--- config.mk ---
export PLATFORM = sky130hd
export DESIGN_NAME = system_unit_arbiter_flat
export DESIGN_NICKNAME = d
export VERILOG_FILES = /design/src/rtl/system_unit_arbiter_if.sv /design/src/rtl/system_unit_arbiter.sv /design/src/flat_wrapper.sv
export SDC_FILE = /design/constraint.sdc
export NUM_CORES = 1
export LEC_CHECK = 0
export BUFFER_PORTS_ARGS = -buffer_cell sky130_fd_sc_hd__buf_2
export CORE_MARGIN = 8
export CORE_UTILIZATION = 45
export CTS_BUF_LIST = sky130_fd_sc_hd__clkbuf_4 sky130_fd_sc_hd__clkbuf_8 sky130_fd_sc_hd__clkbuf_16
export DETAILED_ROUTE_END_ITERATION = 10
export PLACE_DENSITY = 0.81
export SYNTH_ARGS = -nofsm -noshare
export SYNTH_HDL_FRONTEND = slang
export SYNTH_SLANG_ARGS = --single-unit
--- constraint.sdc ---
create_clock -name i_aclk -period 3.3 [get_ports i_aclk]
set_clock_uncertainty 0.2 [all_clocks]
set_input_delay 0.66 -clock i_aclk [delete_from_list [all_inputs] [get_ports i_aclk]]
set_output_delay 0.66 -clock i_aclk [all_outputs]
set_load 0.05 [all_outputs]
--- src/rtl/system_unit_arbiter_if.sv ---
// Bundle between the core execute stages, the arbiter and the shared system unit.
// Signal names are from the arbiter's point of view (i_* into it, o_* out of it).
interface system_unit_arbiter_if #(
    parameter int NUM_CORES = 4,
    parameter int DATA_SIZE = 32
);
    logic [NUM_CORES-1:0]                i_req;
    logic [NUM_CORES-1:0][3:0]           i_op;
    logic [NUM_CORES-1:0]                o_gnt;
    logic [3:0]                          o_sys_op;
    logic [DATA_SIZE-1:0]                i_sys_result;
    logic [NUM_CORES-1:0]                o_valid;
    logic [NUM_CORES-1:0]                o_trap;
    logic [NUM_CORES-1:0][DATA_SIZE-1:0] o_result;

    modport slave (
        input  i_req, i_op, i_sys_result,
        output o_gnt, o_sys_op, o_valid, o_trap, o_result
    );

    modport master (
        output i_req, i_op, i_sys_result,
        input  o_gnt, o_sys_op, o_valid, o_trap, o_result
    );
endinterface

--- src/rtl/system_unit_arbiter.sv ---
// Round-robin arbiter sharing one system execution unit among NUM_CORES threads.
// Grant in T, operation to the unit in T+1, per-core valid/trap/result in T+2.
module system_unit_arbiter #(
    parameter int NUM_CORES = 4,
    parameter int DATA_SIZE = 32
) (
    input  logic                 i_aclk,
    input  logic                 i_areset_n,
    system_unit_arbiter_if.slave bus
);
    localparam int IW = (NUM_CORES > 1) ? $clog2(NUM_CORES) : 1;
    localparam int CW = IW + 1;

    typedef logic [IW-1:0] idx_t;

    // Op encodings 0..5 are counter reads; SCALL/SBREAK and undefined codes trap.
    localparam logic [3:0] OP_RDCYCLE    = 4'd0;
    localparam logic [3:0] OP_RDINSTRETH = 4'd5;

    idx_t                                rr_ptr_q;
    logic                                s1_vld_q;
    idx_t                                s1_idx_q;
    logic [3:0]                          s1_op_q;
    logic                                s2_vld_q;
    idx_t                                s2_idx_q;
    logic                                s2_trap_q;
    logic [NUM_CORES-1:0][DATA_SIZE-1:0] result_q;

    logic                 found;
    idx_t                 win;
    idx_t                 rr_ptr_d;
    logic [CW-1:0]        cand;
    logic [NUM_CORES-1:0] gnt;
    logic [NUM_CORES-1:0] valid;
    logic [NUM_CORES-1:0] trap;
    logic                 s1_trap;

    // Search starts at rr_ptr and wraps; grants are suppressed while in reset.
    always_comb begin
        found = 1'b0;
        win   = '0;
        cand  = '0;
        gnt   = '0;
        for (int i = 0; i < NUM_CORES; i++) begin
            cand = {1'b0, rr_ptr_q} + CW'(i);
            if (cand >= CW'(NUM_CORES)) begin
                cand = cand - CW'(NUM_CORES);
            end
            if (!found && i_areset_n && bus.i_req[cand[IW-1:0]]) begin
                found = 1'b1;
                win   = cand[IW-1:0];
            end
        end
        if (found) begin
            gnt[win] = 1'b1;
        end
    end

    assign rr_ptr_d = (win == idx_t'(NUM_CORES - 1)) ? '0 : win + idx_t'(1);
    assign s1_trap  = (s1_op_q > OP_RDINSTRETH);

    always_ff @(posedge i_aclk or negedge i_areset_n) begin
        if (!i_areset_n) begin
            rr_ptr_q  <= '0;
            s1_vld_q  <= 1'b0;
            s1_idx_q  <= '0;
            s1_op_q   <= OP_RDCYCLE;
            s2_vld_q  <= 1'b0;
            s2_idx_q  <= '0;
            s2_trap_q <= 1'b0;
            result_q  <= '0;
        end else begin
            s1_vld_q <= found;
            if (found) begin
                rr_ptr_q <= rr_ptr_d;
                s1_idx_q <= win;
                s1_op_q  <= bus.i_op[win];
            end
            s2_vld_q  <= s1_vld_q;
            s2_idx_q  <= s1_idx_q;
            s2_trap_q <= s1_vld_q & s1_trap;
            if (s1_vld_q) begin
                result_q[s1_idx_q] <= s1_trap ? '0 : bus.i_sys_result;
            end
        end
    end

    always_comb begin
        valid = '0;
        trap  = '0;
        if (s2_vld_q) begin
            valid[s2_idx_q] = 1'b1;
            trap[s2_idx_q]  = s2_trap_q;
        end
    end

    assign bus.o_gnt    = gnt;
    assign bus.o_sys_op = s1_vld_q ? s1_op_q : OP_RDCYCLE;
    assign bus.o_valid  = valid;
    assign bus.o_trap   = trap;
    assign bus.o_result = result_q;
endmodule

--- src/flat_wrapper.sv ---
// flat-port wrapper written by rule: the top's interface ports become plain ports
module system_unit_arbiter_flat 
#(
    parameter int NUM_CORES = 4,
    parameter int DATA_SIZE = 32
)
  (i_aclk, i_areset_n, bus_i_req, bus_i_op, bus_i_sys_result, bus_o_gnt, bus_o_sys_op, bus_o_valid, bus_o_trap, bus_o_result);
  system_unit_arbiter_if #(.NUM_CORES(NUM_CORES), .DATA_SIZE(DATA_SIZE)) bus_i ();
  input  logic i_aclk;
  input  logic i_areset_n;
  input wire logic [$bits(bus_i.i_req)-1:0] bus_i_req;
  input wire logic [$bits(bus_i.i_op)-1:0] bus_i_op;
  input wire logic [$bits(bus_i.i_sys_result)-1:0] bus_i_sys_result;
  output wire logic [$bits(bus_i.o_gnt)-1:0] bus_o_gnt;
  output wire logic [$bits(bus_i.o_sys_op)-1:0] bus_o_sys_op;
  output wire logic [$bits(bus_i.o_valid)-1:0] bus_o_valid;
  output wire logic [$bits(bus_i.o_trap)-1:0] bus_o_trap;
  output wire logic [$bits(bus_i.o_result)-1:0] bus_o_result;
  assign bus_i.i_req = bus_i_req;
  assign bus_i.i_op = bus_i_op;
  assign bus_i.i_sys_result = bus_i_sys_result;
  assign bus_o_gnt = bus_i.o_gnt;
  assign bus_o_sys_op = bus_i.o_sys_op;
  assign bus_o_valid = bus_i.o_valid;
  assign bus_o_trap = bus_i.o_trap;
  assign bus_o_result = bus_i.o_result;
  system_unit_arbiter #(.NUM_CORES(NUM_CORES), .DATA_SIZE(DATA_SIZE)) u_core (.i_aclk(i_aclk), .i_areset_n(i_areset_n), .bus(bus_i));
endmodule
==> Word level (Yosys, flattened, before mapping) <==
Cells that the tools add are included.
{ "word_totals": {"word_cells": 85, "ff_bits": 141, "out_inout_bits": 144, "inputBits": 54} }
{ "op_classes": {"magnitude_cmp": 15, "n_mux": 35, "n_bitwise": 2, "eq_ne": 1, "n_reduce_logical": 13, "n_addsub": 8} }
{ "ops": {"columns": ["cell", "count"], "rows": [
  ["128-bit bitwise mux", 1],
  ["32-bit demux with 2-bit select", 1],
  ["32-bit two-way mux", 2],
  ["2-bit by 3-bit less-than comparator with 1-bit output, second input constant", 7],
  ["4-bit two-way mux", 5],
  ["2-bit two-way mux", 9],
  ["1-bit logical AND", 10],
  ["1-bit two-way mux", 10],
  ["3-bit greater-or-equal comparator, second input constant", 3],
  ["1-bit binary-select mux with 2-bit select", 4],
  ["4-bit binary-select mux with 2-bit select", 1],
  ["2-bit by 1-bit subtractor with 2-bit output, second input constant", 4],
  ["2-bit by 2-bit adder with 3-bit output, second input constant", 2],
  ["2-bit by 1-bit greater-or-equal comparator with 1-bit output, second input constant", 3],
  ["4-bit AND", 1],
  ["1-bit demux with 2-bit select", 2],
  ["4-bit by 3-bit greater-than comparator with 1-bit output, second input constant", 1],
  ["2-bit by 1-bit adder with 3-bit output, second input constant", 1],
  ["2-bit by 3-bit greater-or-equal comparator with 1-bit output, second input constant", 1],
  ["1-bit logical NOT", 3],
  ["2-bit by 1-bit adder with 2-bit output, second input constant", 1],
  ["2-bit == test, second input constant", 1],
  ["1-bit AND", 1]
]} }

==> Longest topological paths before layout <==
{ "depth": {"depth_word": 23, "ltp_mapped": 9, "mapped_depth_nobuf": 8} }

==> Least setup slack after synthesis <==
OpenSTA, ideal clock, no wires.
{ "synth_path": {"kind": "input port to output port", "from": "input bus_i_req[1]", "to": "output bus_o_gnt[0]", "path_stages": 6, "arrival_time_ps": 2495, "slack_ps": -55, "cell_sequence": "or4bb_1 > nand4_4 > nor2_2 > o311a_1 > nand2b_1 > nor2_1"} }
{ "synth_between": {"elab_chain_cells": 21, "word_cells_on_any_way": 32, "classes_between": "order compare: 2; mux: 19; reduce/logical: 11"} }
{ "synth_lines": {"columns": ["element", "line", "text"], "rows": [
  ["start, declared", "flat_wrapper.sv:11", "input wire logic [$bits(bus_i.i_req)-1:0] bus_i_req;"],
  ["1-bit binary-select mux with 2-bit select", "system_unit_arbiter.sv:49", "if (!found && i_areset_n && bus.i_req[cand[IW-1:0]]) begin"],
  ["1-bit two-way mux (not written as such)", "system_unit_arbiter.sv:49", null],
  ["1-bit logical AND", "system_unit_arbiter.sv:49", null],
  ["1-bit two-way mux", "system_unit_arbiter.sv:49", null],
  ["1-bit logical NOT", "system_unit_arbiter.sv:49", null],
  ["1-bit logical AND (2 in series)", "system_unit_arbiter.sv:49", null],
  ["1-bit two-way mux", "system_unit_arbiter.sv:49", null],
  ["1-bit logical NOT", "system_unit_arbiter.sv:49", null],
  ["[... 3 more ...]", null, null],
  ["1-bit logical NOT", "system_unit_arbiter.sv:49", null],
  ["1-bit logical AND (2 in series)", "system_unit_arbiter.sv:49", null],
  ["2-bit two-way mux", "system_unit_arbiter.sv:49", null],
  ["2-bit by 3-bit less-than comparator with 1-bit output (not written as such) or 2-bit by 1-bit greater-or-equal comparator with 1-bit output (tied branches)", "system_unit_arbiter.sv:55", "gnt[win] = 1'b1;"],
  ["1-bit logical AND (not written as such)", "system_unit_arbiter.sv:55", null],
  ["1-bit two-way mux (not written as such)", "system_unit_arbiter.sv:55", null],
  ["1-bit demux with 2-bit select", null, null],
  ["4-bit two-way mux (*)", "system_unit_arbiter.sv:54", "if (found) begin"],
  ["end, declared", "flat_wrapper.sv:14", "output wire logic [$bits(bus_i.o_gnt)-1:0] bus_o_gnt;"]
]} }
Mark *: on every way between the ends. The rest lies on a longest branch, timed or not. The select of a mux whose other input is x is not followed.

==> Worst setup path after layout <==
{ "layout_path": {"from": "register u_core.rr_ptr_q[0]", "to": "output bus_o_gnt[3]"} }
{ "layout_between": {"elab_chain_cells": 23, "word_cells_on_any_way": 47, "classes_between": "add/sub: 7; order compare: 6; mux: 23; reduce/logical: 11"} }
{ "layout_lines": {"columns": ["element", "line", "text"], "rows": [
  ["start, declared", "system_unit_arbiter.sv:20", "idx_t rr_ptr_q;"],
  ["start signal, assigned", "system_unit_arbiter.sv:75", "rr_ptr_q <= rr_ptr_d;"],
  ["2-bit by 3-bit greater-or-equal comparator with 1-bit output or 2-bit by 1-bit subtractor with 2-bit output (tied branches)", "system_unit_arbiter.sv:46, system_unit_arbiter.sv:47", null],
  ["2-bit two-way mux", "system_unit_arbiter.sv:46", "if (cand >= CW'(NUM_CORES)) begin"],
  ["1-bit binary-select mux with 2-bit select", "system_unit_arbiter.sv:49", null],
  ["1-bit two-way mux (not written as such)", "system_unit_arbiter.sv:49", null],
  ["1-bit logical AND", "system_unit_arbiter.sv:49", null],
  ["1-bit two-way mux", "system_unit_arbiter.sv:49", null],
  ["1-bit logical NOT", "system_unit_arbiter.sv:49", null],
  ["1-bit logical AND (2 in series)", "system_unit_arbiter.sv:49", null],
  ["[... 5 more ...]", null, null],
  ["1-bit logical NOT", "system_unit_arbiter.sv:49", null],
  ["1-bit logical AND (2 in series)", "system_unit_arbiter.sv:49", null],
  ["2-bit two-way mux", "system_unit_arbiter.sv:49", null],
  ["2-bit by 3-bit less-than comparator with 1-bit output (not written as such) or 2-bit by 1-bit greater-or-equal comparator with 1-bit output (tied branches)", "system_unit_arbiter.sv:55", null],
  ["1-bit logical AND (not written as such)", "system_unit_arbiter.sv:55", null],
  ["1-bit two-way mux (not written as such)", "system_unit_arbiter.sv:55", null],
  ["1-bit demux with 2-bit select", null, null],
  ["4-bit two-way mux (*)", "system_unit_arbiter.sv:54", null]
]} }
Marked as above.

==> flow_metrics.tcl <==
set metrics [dict create \
    avgSynthCellArea_um2 10.1 \
    async_flop_share_pct 100 \
    vias 4738 \
    yosysSeqAreaShare_pct 63.8 \
    max_cap_violations 0 \
    drc 0 \
    grt_max_degree 84 \
    post-dp-hpwl_um 10900 \
    first_pass_iters 4 \
    grt_pass1_wl_um 24900 \
    die_x_um 127 \
    worst-path-buf-inv 2 \
    fillCellCount 996 \
    rsz0062_at_grt "yes" \
    drive_above_1_share_pct 36.0 \
    yosys_warnings 0 \
    synth_edf_count 0 \
    syn-instance-count 548 \
    multi_input_area_um2 1920 \
    yosysTopAreaCell "dfrtp_1" \
    gp_congestion 0.781 \
    period_needed_ns 3.27 \
    fp-row-count 40 \
    crit_arrival_ns 2.41 \
    finalHoldViolations 0 \
    dieArea_um2 16100 \
    layout_commonest_cell "buf_2" \
    final_util_pct 62.1 \
    diodes 0 \
    min_period_over_period_pct 99.1 \
    fin_nets 812 \
    maxSlewHeadroom_pct 32.6 \
    coreArea_um2 12000 \
    drtAntennaViolNets 0 \
    syn-cell-area_um2 5530 \
    antenna_found_initial 0 \
    htreeDepth 4 \
    ys_ff_latch 141 \
    cts-buffers-inserted 17 \
    cts_root_buf "clkbuf_16" \
    fmaxAchievable_mhz 306 \
    portBuffers 197 \
    grt_overflow 0 \
    critical_path.top_delay_family "simple AND/OR/NAND/NOR gates" \
    synth-main-ff-cell "dfrtp_1" \
    wl_um 15500 \
    yosysTopAreaCellShare_pct 63.8 \
    layout.cells.most_common_list "buf_2 (192), nand2_1 (170), dfrtp_1 (139)" \
    maxSlewViolCount 0 \
    die_h_um 127 \
    wl_per_cell_um 16.9 \
    fin_cells 917 \
    syn2layout_area_growth_pct 34.9 \
    reg2reg_slack_ns 0.92 \
    grt_usage_pct 19.3 \
    cp_slowest_cell "mux4_2" \
    grt_pass1_vias 4764 \
    synth_area_leaders "dfrtp_1 (64%), o21ai_0 (12%), nand2_1 (12%)" \
    final-seq-area_um2 3530 \
    tns_ns 0 \
    cts_sinks 141 \
    cts_max_path_buffers 2 \
    clk_pin_slew_ns 0.06 \
    worstPathRequired_ns 2.44 \
    synth.distinct_cells 41 \
    hold_class "reg2reg" \
    initial_core_util_pct 46.0 \
    vias_per_cell 5.17 \
    syn_nets 603 \
    clock_latency_ns 0.41 \
    endpoint_kind "primary output" \
    crit_path_max_incr_delay_ns 0.57 \
    cts_tree "yes" \
    cp_cell_sequence "mux4_2, nor3_2, or3_4, nand3_2, inv_2, ha_4, and2_1, buf_6" \
    worstMarginPinSlew_ns 1.01 \
    critical_path_class "reg2out" \
    drtIter0Drc 357 \
    status "complete, no violations" \
    io_pins 198 \
    crit_fanout 6 \
    start_kind "flip-flop" \
    setup_viol 0 \
    dp_cells 874 \
]
path summary, 6_finish.rpt:
kind                                               from                 endpoint  depth (start not counted)
worst max-delay path                 u_core.rr_ptr_q[0]             bus_o_gnt[3]                          8
worst min-delay path            u_core.bus.o_result[44]  u_core.bus.o_result[44]                          2
worst max register to register       u_core.rr_ptr_q[1]        u_core.s1_op_q[0]                          8
worst min register to register  u_core.bus.o_result[44]  u_core.bus.o_result[44]                          2
max in group asynchronous                    i_areset_n  u_core.bus.o_result[74]                          3
min in group asynchronous                    i_areset_n       u_core.rr_ptr_q[1]                          2
synth_stat cells (2+ instances only):
| cell type | count |
|---|---|
| o31ai_1 | 3 |
| o211ai_1 | 4 |
| inv_1 | 4 |
| nand2b_1 | 2 |
| o21ai_0 | 128 |
| clkbuf_1 | 31 |
| nand3b_1 | 3 |
| and2_1 | 7 |
| dfrtp_1 | 141 |
| nor2_1 | 5 |
| nand4_1 | 3 |
| nor3_1 | 3 |
| buf_6 | 2 |
| a21oi_1 | 2 |
| a21bo_1 | 3 |
| mux2i_1 | 6 |
| and3b_1 | 2 |
| or4bb_1 | 2 |
| nand3_1 | 3 |
| nor3b_1 | 4 |
| nand2_1 | 170 |
cell families (layout without fill, tap and decap cells):
logic type,Yosys count,count (layout),share of synthesized area (%)
AND/OR/NAND/NOR,214,214,17.1
AO/OA/AOI/OAI,146,146,14.2
flip-flops,141,141,63.8
buffers and inverters,38,260,2.92
multiplexers,8,8,1.70
adder cells (fa/ha/maj),1,1,0.226
registers in the layout, summed over array words and instances, names as in the netlist:
signal / cells
u_core.s1_op_q: 4
u_core.s2_idx_q: 2
u_core.s1_idx_q: 2
u_core.s2_trap_q: 1
u_core.s2_vld_q: 1
u_core.s1_vld_q: 1
u_core.rr_ptr_q: 2
u_core.bus.o_result: 128
area by class of cell:
cell class	count	share of cell area, %
multi-input cells	369	25.7
inverters	4	0.201
clock buffers	19	5.99
well taps	147	2.46
repair buffers	224	16.8
clock inverters	13	1.54
flip-flops and latches	141	47.3
layer usage:
layer | vias up | share of wire (%) | global-route usage, %
met4 | 0 | 1.1 | 5.18
met3 | 21 | 7.4 | 6.07
met2 | 195 | 48 | 31.8
li1 | 2272 | - | -
met1 | 2250 | 43 | 24.1
met5 | - | 0 | 0
per-stage QoR:
stage	worst slack (ns)	instance area (µm²)	hold slack (ns)
floorplan	0.00665	5540	0.152
global placement	0.0409	6730	0.255
detailed placement	0.0284	6730	0.264
CTS	0.00278	7350	0.278
global route	-0.0705	7460	0.292
finish	0.0309	7460	0.273
timing repair:
item	4_1_cts	5_1_grt
pin swaps	2	6
buffers inserted	3	7
endpoints found under the hold margin	2	0
gates resized for setup	8	15
endpoints found under the setup margin	4	4
hold buffers	1	0
worst register-to-register path, delay by kind of cell (launching register included):
family	cells	cell delay (ns)
and+or+nand+nor	3	0.71
AOI/OAI and AO/OA	2	0.52
DFF	1	0.43
buffers and inverters	2	0.27
muxes	1	0.13
Power is not shown: default switching activity piles up to over one toggle a cycle in this logic, so the estimate is an artifact.
